===== config.mk =====
export PLATFORM = sky130hd
export DESIGN_NAME = washer_timer
export DESIGN_NICKNAME = d
export VERILOG_FILES = /design/src/rtl/washer_timer.sv
export SDC_FILE = /design/constraint.sdc
export NUM_CORES = 1
export LEC_CHECK = 0
export ABC_CLOCK_PERIOD_IN_PS = 2900
export CORE_UTILIZATION = 58
export DETAILED_ROUTE_END_ITERATION = 10
export HOLD_SLACK_MARGIN = 0.05
export PLACE_DENSITY = 0.89
export SETUP_SLACK_MARGIN = 0.2
export SLEW_MARGIN = 10
export SYNTH_ARGS = -nofsm -noshare
export SYNTH_HDL_FRONTEND = slang
export SYNTH_SLANG_ARGS = --single-unit

===== constraint.sdc =====
create_clock -name CLK -period 2.9 [get_ports CLK]
set_clock_uncertainty 0.05 [all_clocks]
set_input_delay 0.58 -clock CLK [delete_from_list [all_inputs] [get_ports CLK]]
set_output_delay 0.58 -clock CLK [all_outputs]
set_load 0.05 [all_outputs]

===== src/rtl/washer_timer.sv =====
`timescale 1ns/1ps
// Programmable duration timer for the washing-machine controller: a prescaler
// produces a unit tick, a down-counter measures the selected duration.
module washer_timer #(
  parameter int TICK_DIV   = 50_000_000,
  parameter int SEL0_UNITS = 30,
  parameter int MED_UNITS  = 900,
  parameter int HIGH_UNITS = 1500,
  parameter int SPIN_UNITS = 300,
  parameter int CNT_W      = 12
) (
  input  logic             CLK,
  input  logic             RST,
  input  logic             TIMER_EN,
  input  logic [1:0]       TIMER_SEL,
  output logic             TIMER_DONE,
  output logic             TIMER_BUSY,
  output logic [CNT_W-1:0] REMAIN
);

  localparam int PW = $clog2(TICK_DIV);
  localparam logic [PW-1:0]    PRE_LAST = PW'(TICK_DIV - 1);
  localparam logic [PW-1:0]    PRE_ZERO = PW'(0);
  localparam logic [PW-1:0]    PRE_ONE  = PW'(1);
  localparam logic [CNT_W-1:0] CNT_ZERO = CNT_W'(0);
  localparam logic [CNT_W-1:0] CNT_ONE  = CNT_W'(1);

  // A zero duration would never expire, so it is treated as one unit.
  localparam logic [CNT_W-1:0] U_SEL0 = (SEL0_UNITS == 0) ? CNT_ONE : CNT_W'(SEL0_UNITS);
  localparam logic [CNT_W-1:0] U_MED  = (MED_UNITS  == 0) ? CNT_ONE : CNT_W'(MED_UNITS);
  localparam logic [CNT_W-1:0] U_HIGH = (HIGH_UNITS == 0) ? CNT_ONE : CNT_W'(HIGH_UNITS);
  localparam logic [CNT_W-1:0] U_SPIN = (SPIN_UNITS == 0) ? CNT_ONE : CNT_W'(SPIN_UNITS);

  typedef enum logic [1:0] {
    S_IDLE    = 2'd0,
    S_RUN     = 2'd1,
    S_EXPIRED = 2'd2
  } state_t;

  state_t           r_state;
  logic [1:0]       r_sel;
  logic [PW-1:0]    r_pre;
  logic [CNT_W-1:0] r_remain;
  logic             r_done;
  logic             r_busy;

  function automatic logic [CNT_W-1:0] units_of(input logic [1:0] sel);
    case (sel)
      2'b00:   units_of = U_SEL0;
      2'b01:   units_of = U_MED;
      2'b10:   units_of = U_HIGH;
      2'b11:   units_of = U_SPIN;
      default: units_of = U_SEL0;
    endcase
  endfunction

  // Timer FSM with prescaler, unit down-counter and registered outputs.
  always_ff @(posedge CLK or posedge RST) begin
    if (RST) begin
      r_state  <= S_IDLE;
      r_sel    <= 2'b00;
      r_pre    <= PRE_ZERO;
      r_remain <= CNT_ZERO;
      r_done   <= 1'b0;
      r_busy   <= 1'b0;
    end else begin
      case (r_state)
        S_IDLE: begin
          r_done <= 1'b0;
          r_pre  <= PRE_ZERO;
          if (TIMER_EN) begin
            r_sel    <= TIMER_SEL;
            r_remain <= units_of(TIMER_SEL);
            r_busy   <= 1'b1;
            r_state  <= S_RUN;
          end else begin
            r_remain <= CNT_ZERO;
            r_busy   <= 1'b0;
          end
        end
        S_RUN: begin
          r_done <= 1'b0;
          if (!TIMER_EN) begin
            // Abort takes priority over a coincident expiry.
            r_state  <= S_IDLE;
            r_remain <= CNT_ZERO;
            r_pre    <= PRE_ZERO;
            r_busy   <= 1'b0;
          end else if (TIMER_SEL != r_sel) begin
            r_sel    <= TIMER_SEL;
            r_remain <= units_of(TIMER_SEL);
            r_pre    <= PRE_ZERO;
          end else if (r_pre == PRE_LAST) begin
            r_pre <= PRE_ZERO;
            if (r_remain <= CNT_ONE) begin
              r_remain <= CNT_ZERO;
              r_done   <= 1'b1;
              r_busy   <= 1'b0;
              r_state  <= S_EXPIRED;
            end else begin
              r_remain <= r_remain - CNT_ONE;
            end
          end else begin
            r_pre <= r_pre + PRE_ONE;
          end
        end
        S_EXPIRED: begin
          r_done   <= 1'b0;
          r_busy   <= 1'b0;
          r_remain <= CNT_ZERO;
          r_pre    <= PRE_ZERO;
          if (!TIMER_EN) begin
            r_state <= S_IDLE;
          end else begin
            r_state <= S_EXPIRED;
          end
        end
        default: begin
          r_state  <= S_IDLE;
          r_remain <= CNT_ZERO;
          r_pre    <= PRE_ZERO;
          r_done   <= 1'b0;
          r_busy   <= 1'b0;
        end
      endcase
    end
  end

  assign TIMER_DONE = r_done;
  assign TIMER_BUSY = r_busy;
  assign REMAIN     = r_remain;

endmodule


==> reports/qor.txt, run 1 <==
Die Height -> 67.3 µm
RSZ-0062 raised after global routing -> false
crit path cell chain -> clkdlybuf4s50_1, xor2_1, or3_1, a21o_1, o21ai_1, o21ai_0
min Tclk post-route -> 2.42 ns
post-CTS sizing -> 0
Tightest Pin Transition -> 0.762 ns
CP required -> 3.02 ns
clk_lat worst skew -> 0.31 ns
register area share after synthesis -> 44.6%
Overflow after GRT -> 0
initial antenna violation count -> 0
LEAKAGE -> 1.20 nW
Hold Path Class -> reg -> reg
layout cells sized above 1 -> 7.61%
FP Rows -> 23
cts hold-fix bufs -> 0
Gate Count Post-Synth -> 263
IO Pins -> 19
CTS tree -> yes
vias per cell -> 6.14
synth top area cells -> dfrtp_1 45%, xor2_1 7.4%, ha_1 5.6%, nor2_1 5.3%, nand2_1 3.3%
Synth async-reset ratio -> 100%
CORE AREA -> 4060 µm²
number of global-route vias before repair -> 1993
pin count of the biggest net entering global routing -> 32
Initial Util -> 60.9%
CP Capture Type -> register
max-slew violations -> 0
Chip Width -> 67.3 µm
design area -> 2850 µm²
Layout area overhead -> 15.2%
Setup Buffers After CTS -> 0
routed len/inst -> 16.3 µm
syn_nets -> 279
max incr delay on CP -> 0.50 ns
total power -> 2.26 mW
number of I/O port buffers -> 18
cts bufs inserted -> 5
clock tree sinks -> 44
Layout Cells excl Fill -> 339
worst endpoint data arrival time -> 2.53 ns
placed cells -> 331
Yosys top cell by area -> dfrtp_1
PwrDens -> 795 nW/µm²
Reg-to-Reg Start -> REMAIN[2]
final wirelength -> 5530 µm
CP Launch Type -> input pin
slew margin rel. -> 48.8%
synth unique cells -> 40
max-cap violations -> 0
Worst R2R End -> r_state[1]
Post-Synthesis Cell Area -> 2470 µm²
ant diodes -> 0
Post-synth EDFFs -> 0
antenna-violating nets left -> 0
Avg Synthesized Cell Area -> 9.40 µm²
hold path depth -> 2
GR Util All Layers -> 27.2%
Tcrit/Tclk final -> 83.4%
fmax -> 414 MHz
final hold violation count -> 0
first-pass GRT wire length -> 9090 µm
H-tree levels -> 2
CTS clk-pin slew, worst paths -> 0.09 ns
setup TNS -> 0 ns
clk buf depth -> 2
placer congestion estimate -> 0.908
CP Max Fanout -> 8
Vias -> 2081
final net count -> 304
status -> complete, no violations
VDD IR max -> 441 µV
# setup viols final -> 0
TritonRoute pass-1 iters -> 4
hpwl dp -> 3800 µm
CTS Root Cell -> clkbuf_8
R2R Setup Slk -> 0.49 ns
FF-to-FF path depth -> 5
CP bufs+invs -> 1
share of the synthesized area in the top cell type -> 44.6%
Setup CP Type -> in -> reg
Post-route DRC -> 0
Hold EP -> r_sel[1]
delay-heaviest family, CP -> compound AO/OA/AOI/OAI gates
Hold Crit Start -> r_sel[1]
slowest CP cell -> clkdlybuf4s50_1
initial DRC count -> 244
Synthesis Warnings -> 0
Synth Register Bits -> 44
DP Area -> 2730 µm²
top_reg_cell synth -> dfrtp_1
DIE AREA -> 4530 µm²
[cell usage after synthesis (all sizes together), types with 3 or more instances]
| master | count |
|---|---|
| and4 | 4 |
| o22ai | 4 |
| nand4 | 6 |
| nor4 | 10 |
| xnor2 | 7 |
| xor2 | 21 |
| a22oi | 3 |
| ha | 11 |
| dfrtp | 44 |
| nand2 | 22 |
| nand3 | 12 |
| a21oi | 7 |
| clkbuf | 5 |
| nor3 | 8 |
| nor2 | 35 |
| and2 | 3 |
| inv | 16 |
| o2bb2ai | 4 |
| a32oi | 3 |
| o21ai | 16 |
[sequential cells by signal (all words and copies together), names as in the netlist]
signal      count
r_state         2
r_pre          26
r_sel           2
REMAIN         12
TIMER_BUSY      1
TIMER_DONE      1
[area by class of cell]
type / instances / area (µm²)
clock buffers: 5 / 68.8
clock inverters: 3 / 46.3
fillers: 331 / 1210
inverters: 16 / 60.1
multi-input cells: 198 / 1290
flip-flops and latches: 44 / 1100
well taps: 50 / 62.6
repair buffers: 23 / 218
[report_power, final]
group	leakage, nW	internal, mW	switching, mW
logic	0.542	0.352	0.634
registers	0.603	0.691	0.0989
clock network	0.0548	0.260	0.229
total	1.20	1.30	0.963
[worst reg2reg max path: cells and delay by family (launching register included)]
| kind | cells | cell delay, ns |
|---|---|---|
| flops | 1 | 0.49 |
| simple gates | 3 | 1.31 |
| compound gates | 2 | 0.46 |
[cell usage in the layout (no fill, tap or decap), types with 2 or more instances in the layout]
cell type,n
or2_2,2
xor2_1,21
xnor2_1,7
ha_1,11
and3_1,2
or3_1,2
or4_4,2
a21oi_1,7
nand3b_1,2
nor4_1,6
o22ai_1,4
clkbuf_8,5
o2bb2ai_1,4
inv_1,15
nand3_1,12
a22oi_1,3
nand2_1,22
and4_1,4
o21ai_0,15
nor3_1,8
and2_1,3
nand4_1,5
nor4_2,3
clkdlybuf4s50_1,18
a32oi_1,3
o21bai_1,2
buf_4,5
dfrtp_1,44
nor2_1,35
[how the worst max path moves through the flow]
stage	start	slack (ns)	depth (start not counted)	to
3_5_place_dp	TIMER_SEL[0]	0.17	6	REMAIN[7]
5_1_grt	TIMER_SEL[0]	0.39	6	REMAIN[7]
6_report	TIMER_SEL[0]	0.48	6	REMAIN[7]
2_1_floorplan	REMAIN[2]	0.54	5	r_state[1]
3_3_place_gp	TIMER_SEL[0]	0.23	6	REMAIN[7]
4_1_cts	TIMER_SEL[0]	0.48	6	REMAIN[7]
[layer usage]
layer | vias up | share of wire [%] | global-route usage, %
met1 | 1003 | 43 | 35.4
li1 | 973 | - | -
met5 | - | 0 | 0
met3 | 12 | 6.5 | 7.43
met4 | 0 | 1.8 | 11.2
met2 | 93 | 49 | 42.5
[metrics by stage]
stage	setup WS, ns	util [%]	hold WS (ns)
2_1_floorplan	0.537	-	0.419
3_3_place_gp	0.232	67.3	0.447
3_5_place_dp	0.169	67.3	0.447
4_1_cts	0.476	70.2	0.465
5_1_grt	0.393	70.2	0.515
6_report	0.483	70.2	0.465
[kinds of logic (layout without fill, tap and decap cells)]
kind of cell,after synthesis,count (layout),synth area share (%)
xor gates and xnor gates,28,28,9.92
AOI/OAI and AO/OA,44,44,11.4
and+or+nand+nor,114,114,25.0
muxes,1,1,0.405
adders and majority gates,11,11,5.57
DFF,44,44,44.6
buffers and inverters,21,47,3.19
Note: power is estimated with default switching activity, not from simulation.
==> run 2, diff against run 1 <==
ABC_CLOCK_PERIOD_IN_PS = 2000   (was 2900)
CORE_UTILIZATION = 52   (was 58)
PLACE_DENSITY = 0.85   (was 0.89)
clock period = 2 ns   (was 2.9 ns; I/O delays follow)
==> reports/qor.txt, run 2 (synthesis gave the netlist of run 1 again) <==
slowest CP cell -> or4_4
CP Launch Type -> register
pin count of the biggest net entering global routing -> 22
routed len/inst -> 18.0 µm
crit path cell chain -> or4_4, nor4_4, buf_6, nand4_4, o211a_1, a41o_1
number of I/O port buffers -> 18
antenna-violating nets left -> 0
met1 Use GR -> 37.5%
CTS Root Cell -> clkbuf_8
CP bufs+invs -> 1
cts bufs inserted -> 5
CTS clk-pin slew, worst paths -> 0.09 ns
switching power -> 1.64 mW
first-pass GRT wire length -> 11000 µm
Layout Cells excl Fill -> 394
PwrDens -> 1120 nW/µm²
Tcrit/Tclk final -> 108%
CTS tree -> yes
final hold violation count -> 0
Layout area overhead -> 38.3%
grt met2 use -> 44.3%
busiest metal layer after global routing -> met2
min Tclk post-route -> 2.16 ns
delay-heaviest family, CP -> simple AND/OR/NAND/NOR gates
most frequent cells in the layout -> 56 x buf_4, 35 x dfrtp_1, 34 x nor2_1, 21 x xor2_1, 18 x nand2_1
commonest non-fill, non-tap cell in the layout -> buf_4
Initial Util -> 55.2%
placer congestion estimate -> 0.863
VDD IR max -> 654 µV
CP required -> 2.15 ns
slew margin rel. -> 59.1%
met3 Track Usage GR -> 8.40%
worst endpoint data arrival time -> 2.31 ns
Die Height -> 70.9 µm
placed cells -> 369
Hold Path Class -> in -> async
ant diodes -> 0
IO Pins -> 19
TritonRoute pass-1 iters -> 8
Int Power -> 2.20 mW
hpwl dp -> 4160 µm
dpl ws -> -0.252 ns
fmax -> 462 MHz
max reg flops -> 26
max-slew violations -> 0
Tightest Pin Transition -> 0.610 ns
cts hold-fix bufs -> 0
Post-route DRC -> 0
initial antenna violation count -> 0
Clk pwr share -> 14.7%
final net count -> 357
Vias -> 2392
vias per cell -> 6.07
max-cap violations -> 0
# setup viols final -> 14
number of global-route vias before repair -> 2325
initial DRC count -> 341
Overflow after GRT -> 0
failing checks -> negative setup slack
LEAKAGE -> 1.58 nW
final wirelength -> 7100 µm
layout cells sized above 1 -> 35.1%
DIE AREA -> 5030 µm²
part of the power in registers -> 28.8%
RSZ-0062 raised after global routing -> true
clk_lat worst skew -> 0.31 ns
FP Rows -> 24
Chip Width -> 70.9 µm
Hold Slack -> 0.343 ns
GR Util All Layers -> 28.3%
Reg with most FFs -> r_pre
status -> complete, but fails checks
clk buf depth -> 2
Sw Share -> 42.7%
logic gate share of total power -> 56.5%
CORE AREA -> 4470 µm²
CP Capture Type -> register
CP Max Fanout -> 5
Setup CP Type -> reg -> reg
H-tree levels -> 2
clock tree sinks -> 44
max incr delay on CP -> 0.57 ns
PnR worst setup slack -> -0.163 ns
run 2: worst paths after layout:
| path | end | startpoint | cells past startpoint | slack, ns |
|---|---|---|---|---|
| min | REMAIN[5] | RST | 2 | 0.34 |
| max reg2reg | r_state[1] | REMAIN[2] | 6 | -0.16 |
| min reg2reg | r_sel[0] | r_sel[0] | 2 | 0.49 |
| min in group CLK | r_sel[0] | r_sel[0] | 2 | 0.49 |
| max | r_state[1] | REMAIN[2] | 6 | -0.16 |
| max in group asynchronous | r_pre[19] | RST | 3 | 1.01 |
run 2: layout make-up:
type	instances	area (µm²)
timing repair buffer	76	647
inverter	16	60.1
fill	250	1060
clock inverter	2	12.5
tap	52	65.1
clock buffer	6	72.6
sequential	44	1110
multi-input combinational	198	1450
run 2: power groups by stage:
stage | Combinational, mW | Sequential, mW | Clock (mW)
final | 2.17 | 1.10 | 0.565
after global placement | 1.72 | 1.11 | 0
after CTS | 1.87 | 1.09 | 0.569
after global routing | 2.32 | 1.12 | 0.613
after floorplan | 0.767 | 1.39 | 0
after detailed placement | 1.75 | 1.11 | 0
run 2: layer usage:
metal	vias to the layer above	part of all wire, %
met4	0	4.0
met2	109	48
met5	-	0
met1	1175	41
li1	1080	-
met3	28	7.4
run 2: through the flow:
step / cell area [µm²] / TNS (ns) / util, % / power, mW
after floorplan: 2520 / -1.75 / - / 2.16
after global placement: 3030 / -3.56 / 67.8 / 2.83
after detailed placement: 3030 / -5.41 / 67.8 / 2.86
after CTS: 3220 / -0.325 / 72.1 / 3.53
after global routing: 3420 / -2.05 / 76.4 / 4.05
final: 3420 / -1.20 / 76.4 / 3.84
run 2: what timing repair did:
item	in CTS	in global routing
endpoints found under the setup margin	24	41
pin swaps	8	10
gates cloned	1	0
resized for setup	24	29
buffers inserted	5	11
==> run 3, diff against run 2 <==
CAP_MARGIN = 20   (was default)
SLEW_MARGIN = 20   (was 10)
==> results of run 3 <==
Final layout, timing and power as in run 2 (identical DEF).
